## config.mk

```make
export PLATFORM = sky130hd
export DESIGN_NAME = mem_stage
export DESIGN_NICKNAME = d
export VERILOG_FILES = /design/src/rtl/cpu_pkg.sv /design/src/rtl/mem_watchdog.sv /design/src/rtl/mem_stage.sv
export SDC_FILE = /design/constraint.sdc
export NUM_CORES = 1
export LEC_CHECK = 0
export CORE_MARGIN = 10
export CORE_UTILIZATION = 44
export CTS_BUF_LIST = sky130_fd_sc_hd__clkbuf_8
export DETAILED_ROUTE_END_ITERATION = 8
export PLACE_DENSITY = 0.79
export RECOVER_POWER = 25
export SLEW_MARGIN = 20
export SYNTH_ARGS = -nofsm -noshare
export SYNTH_HDL_FRONTEND = slang
export SYNTH_SLANG_ARGS = --single-unit
```

## constraint.sdc

```tcl
create_clock -name clk -period 2.05 [get_ports clk]
set_input_delay 0.3075 -clock clk [delete_from_list [all_inputs] [get_ports clk]]
set_output_delay 0.3075 -clock clk [all_outputs]
set_load 0.005 [all_outputs]
```

## src/rtl/cpu_pkg.sv

```systemverilog
// Shared CPU definitions: major opcodes and the memory-stage state encoding.
// Imported by the decode, execute and memory stages.
package cpu_pkg;

    localparam logic [2:0] OP_ALU  = 3'b000;
    localparam logic [2:0] OP_ADDI = 3'b001;
    localparam logic [2:0] OP_LUI  = 3'b011;
    localparam logic [2:0] OP_SW   = 3'b100;
    localparam logic [2:0] OP_LW   = 3'b101;
    localparam logic [2:0] OP_BR   = 3'b110;
    localparam logic [2:0] OP_JALR = 3'b111;

    typedef enum logic {
        ST_IDLE = 1'b0,
        ST_WAIT = 1'b1
    } mem_state_e;

    function automatic logic is_mem_op(input logic [2:0] op);
        return (op == OP_SW) || (op == OP_LW);
    endfunction

endpackage

```

## src/rtl/mem_watchdog.sv

```systemverilog
// Counts WAIT cycles without an acknowledge and flags the cycle on which the
// outstanding memory access must be abandoned.
module mem_watchdog #(
    parameter int TIMEOUT = 64,
    parameter int CNT_W   = 8
) (
    input  logic clk,
    input  logic rst_n,
    input  logic clear,
    input  logic enable,
    output logic timeout_hit
);

    localparam logic [CNT_W-1:0] LAST = CNT_W'(TIMEOUT - 1);

    logic [CNT_W-1:0] cnt;

    // Holding at LAST keeps the counter from ever wrapping.
    assign timeout_hit = enable && (cnt == LAST);

    always_ff @(posedge clk or negedge rst_n) begin
        if (!rst_n) begin
            cnt <= '0;
        end else if (clear) begin
            cnt <= '0;
        end else if (enable && !timeout_hit) begin
            cnt <= cnt + CNT_W'(1);
        end
    end

endmodule

```

## src/rtl/mem_stage.sv

```systemverilog
// Memory pipeline stage: issues lw/sw over a req/ack port with a watchdog and
// forwards every completing instruction's result to writeback.
module mem_stage
    import cpu_pkg::*;
#(
    parameter int DATA_W  = 16,
    parameter int TIMEOUT = 64,
    parameter int CNT_W   = 8
) (
    input  logic              clk,
    input  logic              rst_n,
    input  logic              in_valid,
    input  logic              in_bubble,
    input  logic [2:0]        in_op,
    input  logic [DATA_W-1:0] in_result,
    input  logic [DATA_W-1:0] in_store_data,
    input  logic [2:0]        in_dest,
    input  logic              flush,
    output logic              stall,
    output logic              mem_req,
    output logic              mem_we,
    output logic [DATA_W-1:0] mem_addr,
    output logic [DATA_W-1:0] mem_wdata,
    input  logic [DATA_W-1:0] mem_rdata,
    input  logic              mem_ack,
    output logic              wb_valid,
    output logic [2:0]        wb_dest,
    output logic [DATA_W-1:0] wb_data,
    output logic              mem_err
);

    mem_state_e        state, state_next;
    logic              in_wait, timeout_hit, accept, acc_mem, acc_wb, done, mem_wb;
    logic [DATA_W-1:0] mem_wb_data;
    logic              is_lw_q;
    logic [2:0]        dest_q;
    logic              pend_valid;
    logic [2:0]        pend_dest;
    logic [DATA_W-1:0] pend_data;

    // Handshake: an instruction moves in on any cycle where it is valid, not a
    // bubble, not flushed and stall is low; stall only holds while an access is
    // outstanding and neither ack nor timeout ends it this cycle.
    assign in_wait     = (state == ST_WAIT);
    assign stall       = in_wait & ~mem_ack & ~timeout_hit;
    assign accept      = in_valid & ~in_bubble & ~flush & ~stall;
    assign acc_mem     = accept & is_mem_op(in_op);
    assign acc_wb      = accept & ~is_mem_op(in_op) & (in_op != OP_BR) & (in_dest != 3'd0);
    assign done        = in_wait & (mem_ack | timeout_hit);
    assign mem_wb      = done & is_lw_q & (dest_q != 3'd0);
    assign mem_wb_data = mem_ack ? mem_rdata : '0;

    mem_watchdog #(
        .TIMEOUT (TIMEOUT),
        .CNT_W   (CNT_W)
    ) u_watchdog (
        .clk         (clk),
        .rst_n       (rst_n),
        .clear       (acc_mem),
        .enable      (in_wait & ~mem_ack),
        .timeout_hit (timeout_hit)
    );

    always_ff @(posedge clk or negedge rst_n) begin
        if (!rst_n) begin
            state <= ST_IDLE;
        end else begin
            state <= state_next;
        end
    end

    always_comb begin
        state_next = state;
        case (state)
            ST_IDLE: if (acc_mem) state_next = ST_WAIT;
            ST_WAIT: if (done) state_next = acc_mem ? ST_WAIT : ST_IDLE;
            default: state_next = ST_IDLE;
        endcase
    end

    always_ff @(posedge clk or negedge rst_n) begin
        if (!rst_n) begin
            mem_req    <= 1'b0;
            mem_we     <= 1'b0;
            mem_addr   <= '0;
            mem_wdata  <= '0;
            mem_err    <= 1'b0;
            is_lw_q    <= 1'b0;
            dest_q     <= 3'd0;
            wb_valid   <= 1'b0;
            wb_dest    <= 3'd0;
            wb_data    <= '0;
            pend_valid <= 1'b0;
            pend_dest  <= 3'd0;
            pend_data  <= '0;
        end else begin
            mem_err <= timeout_hit;
            if (acc_mem) begin
                mem_req   <= 1'b1;
                mem_we    <= (in_op == OP_SW);
                mem_addr  <= in_result;
                mem_wdata <= in_store_data;
                is_lw_q   <= (in_op == OP_LW);
                dest_q    <= in_dest;
            end else if (done) begin
                mem_req <= 1'b0;
                mem_we  <= 1'b0;
            end

            // A load completing alongside a newly accepted ALU result would need
            // two writebacks in one cycle; the ALU result waits one cycle in pend.
            if (mem_wb) begin
                wb_valid <= 1'b1;
                wb_dest  <= dest_q;
                wb_data  <= mem_wb_data;
            end else if (pend_valid) begin
                wb_valid <= 1'b1;
                wb_dest  <= pend_dest;
                wb_data  <= pend_data;
            end else if (acc_wb) begin
                wb_valid <= 1'b1;
                wb_dest  <= in_dest;
                wb_data  <= in_result;
            end else begin
                wb_valid <= 1'b0;
            end
            pend_valid <= acc_wb & (mem_wb | pend_valid);
            if (acc_wb) begin
                pend_dest <= in_dest;
                pend_data <= in_result;
            end
        end
    end

endmodule

```

==> impl_metrics.tcl, run 1 <==
set metrics [dict create \
    status "completed" \
    fin_crit_sh_pct 97.7 \
    syn_inst 357 \
    clockBufferDepth 2 \
    first_pass_iters 4 \
    grt_max_degree 41 \
    worst_clock_skew_ns 0.00862 \
    worstPathRequired_ns 2.30 \
    p_leak_nw 2.52 \
    rows 34 \
    wl_per_cell_um 18.8 \
    avgSynthCellArea_um2 10.9 \
    n_antenna_cell 0 \
    drt_iter0_markers 143 \
    fmax_ghz 0.499 \
    ys_ff_latch 88 \
    n_fill_cell 665 \
    cts_buffers 9 \
    vdd_drop_max_v 0.000496 \
    drc 0 \
    hold_path.class "flop to flop" \
    num_io_pins 116 \
    p_per_area_mw_per_mm2 835 \
    crit_type "flop to flop" \
    ys_top_cells_by_area "dfrtp_1, mux2_2, nand2_1" \
    drive_above_1_share_pct 23.0 \
    die_area_mm2 0.0130 \
    ys_types 35 \
    synth_top_area_share_pct 56.6 \
    vias 3362 \
    cts_tree "done" \
    netlist_area_mm2 0.00389 \
    grt_antenna_before_repair 0 \
    ys.warnings.count 0 \
    regArea_mm2 0.00220 \
    grt.total_usage_pct 16.8 \
    stdcell_area_mm2 0.00575 \
    min_period_ns 2.00 \
    fin_tns_setup_ns 0 \
    synth.largest_area_cell "dfrtp_1" \
    portBuffers 115 \
    grt_pass1_vias 3492 \
    tightest_slew_ns 0.904 \
    clock_latency_ns 0.36 \
    core_mm2 0.00868 \
    fin_cells 613 \
    routed_wl_mm 11.6 \
    cp-end-kind "flop" \
    hpwl_mm 7.97 \
    ys_seq_area_share_pct 56.6 \
    path_clk_slew_ns 0.08 \
    final_core_util_pct 66.2 \
    finalNetCount 562 \
    die_width_um 114 \
    multi_input_area_mm2 0.00170 \
    grt_pass1_wl_mm 17.6 \
    initial_core_util_pct 44.8 \
    place_congestion 0.840 \
    maxCapViolCount 0 \
    maxSlewHeadroom_pct 39.7 \
    setup_viol 0 \
    hold_viol_final 0 \
    drt.antenna.violating_nets 0 \
    maxSlewViolCount 0 \
    start_kind "flop" \
    clock-sinks 88 \
    viasPerCell 5.48 \
    critical_path_peak_fanout 40 \
    fp.dieH_um 114 \
    syn_to_final_growth_pct 47.8 \
    dp.cells 588 \
    cts_root_buf "clkbuf_8" \
    grt-ovfl-total 0 \
    post_dp_cell_area_mm2 0.00533 \
    arrival_ns 2.25 \
    synth_nets 418 \
    htree_levels 3 \
]
[layer usage]
layer | wire (um) | GRT usage, % | vias up
li1 | - | - | 1529
met3 | 926 | 5.88 | 13
met4 | 214 | 6.43 | 0
met2 | 6050 | 29.7 | 125
met1 | 4360 | 18.0 | 1695
met5 | 0 | 0 | -
[synth_stat cells (all sizes together)]
cell type,instances
a211oi,19
dfrtp,88
nand2,77
nor3b,1
nor3,6
buf,9
nand4b,1
a21boi,17
and4bb,1
and2,3
mux2i,3
a21oi,2
clkbuf,13
nand4,2
o311a,1
xor2,2
o21ai,34
and3,2
nand3,5
ha,1
inv,3
mux2,39
a21o,2
nor2b,1
nor4,5
nand2b,2
xnor2,2
a22o,3
nor2,13
[registers in the layout, indices dropped and copies added, names as in the netlist, 3 cells and up]
signal,flops
pend_dest,3
pend_data,16
mem_addr,16
dest_q,3
mem_wdata,16
u_watchdog.cnt,8
wb_dest,3
wb_data,16
[stage by stage]
step / worst slack [ns] / hold WS (ns) / power (mW)
floorplan: 0.142 / 0.0119 / 2.76
global placement: -0.0528 / 0.295 / 3.59
detailed placement: -0.143 / 0.301 / 3.65
CTS: -0.0134 / 0.456 / 4.75
global route: -0.0710 / 0.499 / 5.06
finish: 0.0463 / 0.475 / 4.80
[path summary, 6_finish.rpt]
kind / depth (start not counted) / slack (ns) / start / to
worst max-delay path: 7 / 0.05 / u_watchdog.cnt[0]$_DFFE_PN0P_ / mem_addr[14]$_DFFE_PN0P_
min in group asynchronous: 2 / 0.60 / rst_n / mem_addr[8]$_DFFE_PN0P_
worst max register to register: 7 / 0.05 / u_watchdog.cnt[0]$_DFFE_PN0P_ / mem_addr[14]$_DFFE_PN0P_
max in group asynchronous: 3 / 0.34 / rst_n / wb_data[11]$_DFFE_PN0P_
worst min-delay path: 2 / 0.47 / pend_data[5]$_DFFE_PN0P_ / pend_data[5]$_DFFE_PN0P_
worst min register to register: 2 / 0.47 / pend_data[5]$_DFFE_PN0P_ / pend_data[5]$_DFFE_PN0P_
[cells by family (layout without fill, tap and decap cells)]
logic type | Yosys count | in the layout | share of synthesized area [%]
AO/OA/AOI/OAI | 78 | 78 | 12.9
AND/OR/NAND/NOR | 119 | 119 | 13.8
buffers and inverters | 25 | 173 | 3.41
adder cells (fa/ha/maj) | 1 | 1 | 0.322
multiplexers | 42 | 42 | 12.1
flip-flops | 88 | 88 | 56.6
XOR/XNOR | 4 | 4 | 0.901
[worst max-delay path, stage by stage, from the launching register on]
cell and delay, ns:
dfrtp_1 0.39, ha_2 0.21, and3_4 0.18, a21o_1 0.19, buf_6 0.13, nand4b_1 0.14, buf_12 0.25, mux2_2 0.37
[where the power goes]
part	internal, mW	switching (mW)
sequential	2.10	0.208
combinational	0.910	0.487
clock	0.492	0.604
[area by class of cell]
class / instances / area share [%]
multi-input combinational: 244 / 29.6
clock buffer: 11 / 2.63
timing repair buffer: 155 / 26.6
inverter: 3 / 0.196
clock inverter: 4 / 0.392
sequential: 88 / 38.3
tap: 108 / 2.35
[repair_timing]
| action | 4_1_cts | 5_1_grt |
|---|---|---|
| gates cloned | 0 | 3 |
| pin swaps | 1 | 5 |
| gates resized for setup | 7 | 32 |
| endpoints found under the setup margin | 4 | 56 |
| setup buffers | 1 | 5 |
| endpoints found under the hold margin | 34 | 0 |
| hold buffers | 1 | 0 |
[layout by cell type, fill, tap and decap left out, types with 3 or more instances in the layout]
cell,instances
dfrtp_1,88
o21ai_1,15
buf_12,3
a211oi_1,3
a211oi_2,15
o21ai_0,19
inv_1,5
a21boi_0,12
a21boi_1,5
buf_6,3
clkdlybuf4s50_1,112
nor4_4,3
nor2_1,13
mux2_2,37
clkbuf_8,11
nor3_1,6
mux2i_1,3
nand3_1,5
a22o_1,3
buf_4,30
nand2_1,77
Note: power is estimated with default switching activity, not from simulation.
==> run 2, diff against run 1 <==
Settings changed: CORE_ASPECT_RATIO from default to 0.6.
==> run 2 against run 1 <==
  * Fmax decreased by 1.9%
  * Critical endpoint is now wb_data[5]$_DFFE_PN0P_
  * Worst hold slack better by 0.00084 ns
  * Final cell count fell by 0.98%
  * Sequential cell count unchanged
  * Setup slack got worse by 0.039 ns
  * Routed wire length down 1.6%
  * Sequential share of layout area up 0.61 points
  * Clock power is essentially flat
  * First-iteration DRC count up 110%
  * Clock skew increased by 0.0015 ns
  * Core utilization shrank 0.10 points
==> impl_metrics.tcl, run 2 (synthesis results as in run 1) <==
set metrics [dict create \
    whs_ns 0.476 \
    cts_tree "done" \
    clockBufferDepth 2 \
    min_period_ns 2.04 \
    htree_levels 3 \
    grt-ovfl-total 0 \
    dp.cells 587 \
    routed_wl_mm 11.4 \
    fp.dieH_um 92.8 \
    wl_per_cell_um 18.7 \
    clock-sinks 88 \
    initial_core_util_pct 45.5 \
    worstPathRequired_ns 2.35 \
    grt_max_degree 56 \
    vias 3226 \
    mostFrequentLayoutCell "clkdlybuf4s50_1" \
    n_antenna_cell 0 \
    place_congestion 0.853 \
    clock_latency_ns 0.37 \
    drc 0 \
    post_dp_cell_area_mm2 0.00528 \
    die_width_um 141 \
    fin_crit_sh_pct 99.7 \
    stdcell_area_mm2 0.00566 \
    cts_buffers 9 \
    rsz0062_at_grt "yes" \
    hpwl_mm 8.36 \
    rows 26 \
    hold_viol_final 0 \
    crit_family "compound AO/OA/AOI/OAI gates" \
    worst_clock_skew_ns 0.0101 \
    arrival_ns 2.34 \
    setup_viol 0 \
    cp-end-kind "flop" \
    tightest_slew_ns 0.889 \
    drt_iter0_markers 302 \
    cp_slowest_stage_delay_ns 0.40 \
    grt.total_usage_pct 16.9 \
    multi_input_area_mm2 0.00170 \
    crit_type "flop to flop" \
    grt_pass1_wl_mm 17.7 \
    status "completed" \
    grt_antenna_before_repair 0 \
    critical_path_peak_fanout 12 \
    portBuffers 115 \
    fin_cells 607 \
    maxCapViolCount 0 \
    path_clk_slew_ns 0.09 \
    first_pass_iters 4 \
    p_per_area_mw_per_mm2 843 \
    hold_path.class "input port to flop" \
    syn_to_final_growth_pct 45.5 \
    regArea_mm2 0.00220 \
    grt_pass1_vias 3379 \
    num_io_pins 116 \
    slowest_stage "dfrtp_1" \
    finalNetCount 551 \
    path_buf_inv 3 \
    start_kind "flop" \
    cp_common_cell "buf_4" \
    p_leak_nw 2.46 \
    vdd_drop_max_v 0.000507 \
    fmax_ghz 0.489 \
    cp_cell_sequence "ha_2 -> and3_4 -> a21o_1 -> buf_4 -> buf_4 -> buf_4 -> a21boi_0 -> a211oi_2 -> o21ai_1" \
    core_mm2 0.00856 \
    maxSlewHeadroom_pct 40.7 \
    layout_common_cells "clkdlybuf4s50_1, dfrtp_1, nand2_1" \
    n_fill_cell 654 \
    drive_above_1_share_pct 21.8 \
    drt.antenna.violating_nets 0 \
    die_area_mm2 0.0131 \
    viasPerCell 5.31 \
    maxSlewViolCount 0 \
    cts_root_buf "clkbuf_8" \
    fin_tns_setup_ns 0 \
]
## run 2: layer usage
metal | routed length [um] | GRT usage, % | share of wire [%] | vias to the layer above
li1 | - | - | - | 1507
met1 | 4860 | 21.8 | 43 | 1571
met2 | 5180 | 25.1 | 46 | 138
met3 | 1250 | 8.01 | 11 | 10
met4 | 68 | 4.02 | 0.60 | 0
met5 | 0 | 0 | 0 | -
## run 2: through the flow
stage | power (mW) | setup slack [ns] | utilization, %
finish | 4.77 | 0.00706 | 66.1
global route | 5.05 | -0.0586 | 66.1
CTS | 4.73 | 0.00307 | 64.1
detailed placement | 3.65 | -0.234 | 61.7
global placement | 3.59 | -0.0408 | 61.7
floorplan | 2.76 | 0.142 | -
## run 2: cell type report
cell class / instances / area share, %
clock inverters: 7 / 0.884
clock buffers: 9 / 2.19
repair buffers: 144 / 25.3
flip-flops and latches: 88 / 38.9
multi-input cells: 244 / 30.0
inverters: 3 / 0.199
well taps: 112 / 2.48
## run 2: repair_timing
item                                    CTS  global route
buffers inserted                          1             1
endpoints found under the hold margin    33             0
endpoints found under the setup margin    3            77
hold buffers                              1             0
pin swaps                                 1             9
gates resized for setup                   5            35
cloned                                    0             1
## run 2: worst register-to-register path, cell delays in order, from the launching register on
cell,delay (ns)
dfrtp_1,0.40
ha_2,0.21
and3_4,0.19
a21o_1,0.18
buf_4,0.14
buf_4,0.15
buf_4,0.18
a21boi_0,0.30
a211oi_2,0.09
o21ai_1,0.13
## run 2: power by group
group / leakage [nW] / internal (mW) / switching (mW)
Sequential: 1.10 / 2.10 / 0.221
Combinational: 1.27 / 0.894 / 0.478
Clock: 0.0866 / 0.439 / 0.641
## run 2: path summary, 6_finish.rpt
path / end / startpoint / slack, ns / depth (start not counted)
worst max register to register: wb_data[5]$_DFFE_PN0P_ / u_watchdog.cnt[1]$_DFFE_PN0P_ / 0.007 / 9
worst max-delay path: wb_data[5]$_DFFE_PN0P_ / u_watchdog.cnt[1]$_DFFE_PN0P_ / 0.007 / 9
worst min-delay path: wb_data[10]$_DFFE_PN0P_ / mem_rdata[10] / 0.48 / 3
min in group asynchronous: mem_wdata[2]$_DFFE_PN0P_ / rst_n / 0.61 / 2
max in group asynchronous: pend_data[1]$_DFFE_PN0P_ / rst_n / 0.65 / 3
worst min register to register: pend_data[4]$_DFFE_PN0P_ / pend_data[4]$_DFFE_PN0P_ / 0.48 / 2
==> run 3, diff against run 2 <==
Settings changed: CTS_BUF_LIST sky130_fd_sc_hd__clkbuf_8 to sky130_fd_sc_hd__clkbuf_4.
==> run 3 against run 2 <==
  * Final cell count grew 0.49%
  * Worst hold slack lost 0.11 ns
  * Final area shrank 0.73%
  * Core utilization shrank 0.48 points
  * First-iteration DRC count shrank 15%
  * Via count grew 0.25%
  * Die area is the same
  * Critical path depth is the same
==> impl_metrics.tcl, run 3 (synthesis results as in run 1) <==
set metrics [dict create \
    status "completed" \
    grt_use_met1_pct 21.6 \
    cp_slowest_stage_delay_ns 0.42 \
    vdd_drop_max_v 0.000399 \
    fmax_ghz 0.502 \
    maxSlewViolCount 0 \
    initial_core_util_pct 45.5 \
    use_met3_pct 7.24 \
    power.internal_mw 3.26 \
    wl_per_cell_um 19.0 \
    cp.depth 9 \
    die_area_mm2 0.0131 \
    stdcell_area_mm2 0.00562 \
    maxCapViolCount 0 \
    use_met2_pct 25.3 \
    core_mm2 0.00856 \
    first_pass_iters 4 \
    crit_type "flop to flop" \
    grt_max_degree 56 \
    place_congestion 0.853 \
    grt_pass1_vias 3398 \
    drive_above_1_share_pct 21.5 \
    cts_root_buf "clkbuf_4" \
    start_kind "flop" \
    mostFrequentLayoutCell "clkdlybuf4s50_1" \
    p_per_area_mw_per_mm2 814 \
    setup_viol 0 \
    cts_tree "done" \
    min_period_ns 1.99 \
    slowest_stage "dfrtp_1" \
    grt_pass1_wl_mm 17.8 \
    clock-sinks 88 \
    power.net_switching_mw 1.31 \
    worst_clock_skew_ns 0.0174 \
    hold_path.class "input port to flop" \
    layout_common_cells "clkdlybuf4s50_1, dfrtp_1, nand2_1" \
    rows 26 \
    path_clk_slew_ns 0.14 \
    cts_buffers 9 \
    path_buf_inv 3 \
    fin_tns_setup_ns 0 \
    arrival_ns 2.35 \
    num_io_pins 116 \
    crit_family "compound AO/OA/AOI/OAI gates" \
    post_dp_cell_area_mm2 0.00528 \
    whs_ns 0.370 \
    tightest_slew_ns 0.891 \
    grt.busiest_layer "met2" \
    drc 0 \
    cp-end-kind "flop" \
    cp_cell_sequence "ha_2 -> and3_4 -> a21o_1 -> buf_6 -> buf_6 -> and2_4 -> buf_12 -> a211oi_1 -> o21ai_1" \
    seqPwrFrac_pct 50.7 \
    rrSetupSlack_ns 0.06 \
    hpwl_mm 8.36 \
    vias 3234 \
    fin_crit_sh_pct 97.2 \
    worstPathRequired_ns 2.41 \
    switching_share_pct 28.6 \
    clock_power_share_pct 19.2 \
    grt.total_usage_pct 16.9 \
    die_width_um 141 \
    drt.antenna.violating_nets 0 \
    final_core_util_pct 65.7 \
    drt_iter0_markers 257 \
    syn_to_final_growth_pct 44.5 \
    hold_viol_final 0 \
    viasPerCell 5.30 \
    finalNetCount 553 \
    cp_common_cell "buf_6" \
    routed_wl_mm 11.6 \
    critical_path_peak_fanout 8 \
    htree_levels 3 \
    maxSlewHeadroom_pct 40.6 \
    clockBufferDepth 2 \
    grt-ovfl-total 0 \
    combPwrFrac_pct 30.1 \
    p_leak_nw 2.45 \
    clock_latency_ns 0.46 \
    hold_depth 3 \
    fp.dieH_um 92.8 \
    rr_worst_depth 9 \
    portBuffers 115 \
    grt_antenna_before_repair 0 \
]
[run 3: changes by cell type in the layout (fill, tap and decap cells not counted), moves of 2 or more]
| cell | before | now |
|---|---|---|
| clkbuf_4 | 0 | 10 |
| clkbuf_8 | 9 | 0 |
| a211oi_1 | 3 | 7 |
| a211oi_2 | 15 | 11 |
| buf_6 | 1 | 3 |
[run 3: final cells by class]
class	count	area, um^2
timing repair buffer	146	1470
sequential	88	2200
antenna	1	2.50
clock buffer	10	75.1
tap	112	140
multi-input combinational	244	1670
inverter	3	11.3
fill	659	2940
clock inverter	6	46.3
[run 3: power by group through the flow]
stage / sequential [mW] / combinational (mW) / clock, mW
after floorplan: 2.33 / 0.430 / 0
after global placement: 2.32 / 1.26 / 0
after detailed placement: 2.34 / 1.30 / 0
after CTS: 2.31 / 1.32 / 0.900
after global routing: 2.36 / 1.50 / 0.985
final: 2.32 / 1.38 / 0.876
[run 3: what timing repair did]
action                                 4_1_cts  5_1_grt
gates resized for setup                     11       26
hold buffers                                 1        0
setup endpoints to repair                   11       60
gates cloned                                 0        2
setup buffers                                1        2
pin swaps                                    2        5
endpoints found under the hold margin       33        0
[run 3: worst min-delay path, cell delays in order]
cell and delay [ns]:
clkdlybuf4s50_1 0.40, nand2_1 0.05, o21ai_1 0.05
[run 3: path summary, 6_finish.rpt]
path / start / to
setup / recovery: u_watchdog.cnt[1]$_DFFE_PN0P_ / wb_data[14]$_DFFE_PN0P_
hold / removal: mem_rdata[10] / wb_data[10]$_DFFE_PN0P_
setup reg to reg: u_watchdog.cnt[1]$_DFFE_PN0P_ / wb_data[14]$_DFFE_PN0P_
hold reg to reg: pend_data[14]$_DFFE_PN0P_ / pend_data[14]$_DFFE_PN0P_
max in group asynchronous: rst_n / pend_data[0]$_DFFE_PN0P_
min in group asynchronous: rst_n / mem_wdata[2]$_DFFE_PN0P_
[run 3: per-layer routing]
layer	share of wire (%)	wire length, um	up-vias
met4	1.2	140	0
met5	0	0	-
met1	44	5070	1559
met3	10	1170	15
li1	-	-	1523
met2	45	5200	137
[run 3: per-stage QoR]
stage	total power [mW]	cells	setup WS [ns]
2_1_floorplan	2.76	357	0.142
5_1_grt	4.85	609	-0.00649
6_report	4.57	610	0.0583
3_3_place_gp	3.59	587	-0.0408
3_5_place_dp	3.65	587	-0.234
4_1_cts	4.53	605	0.00563
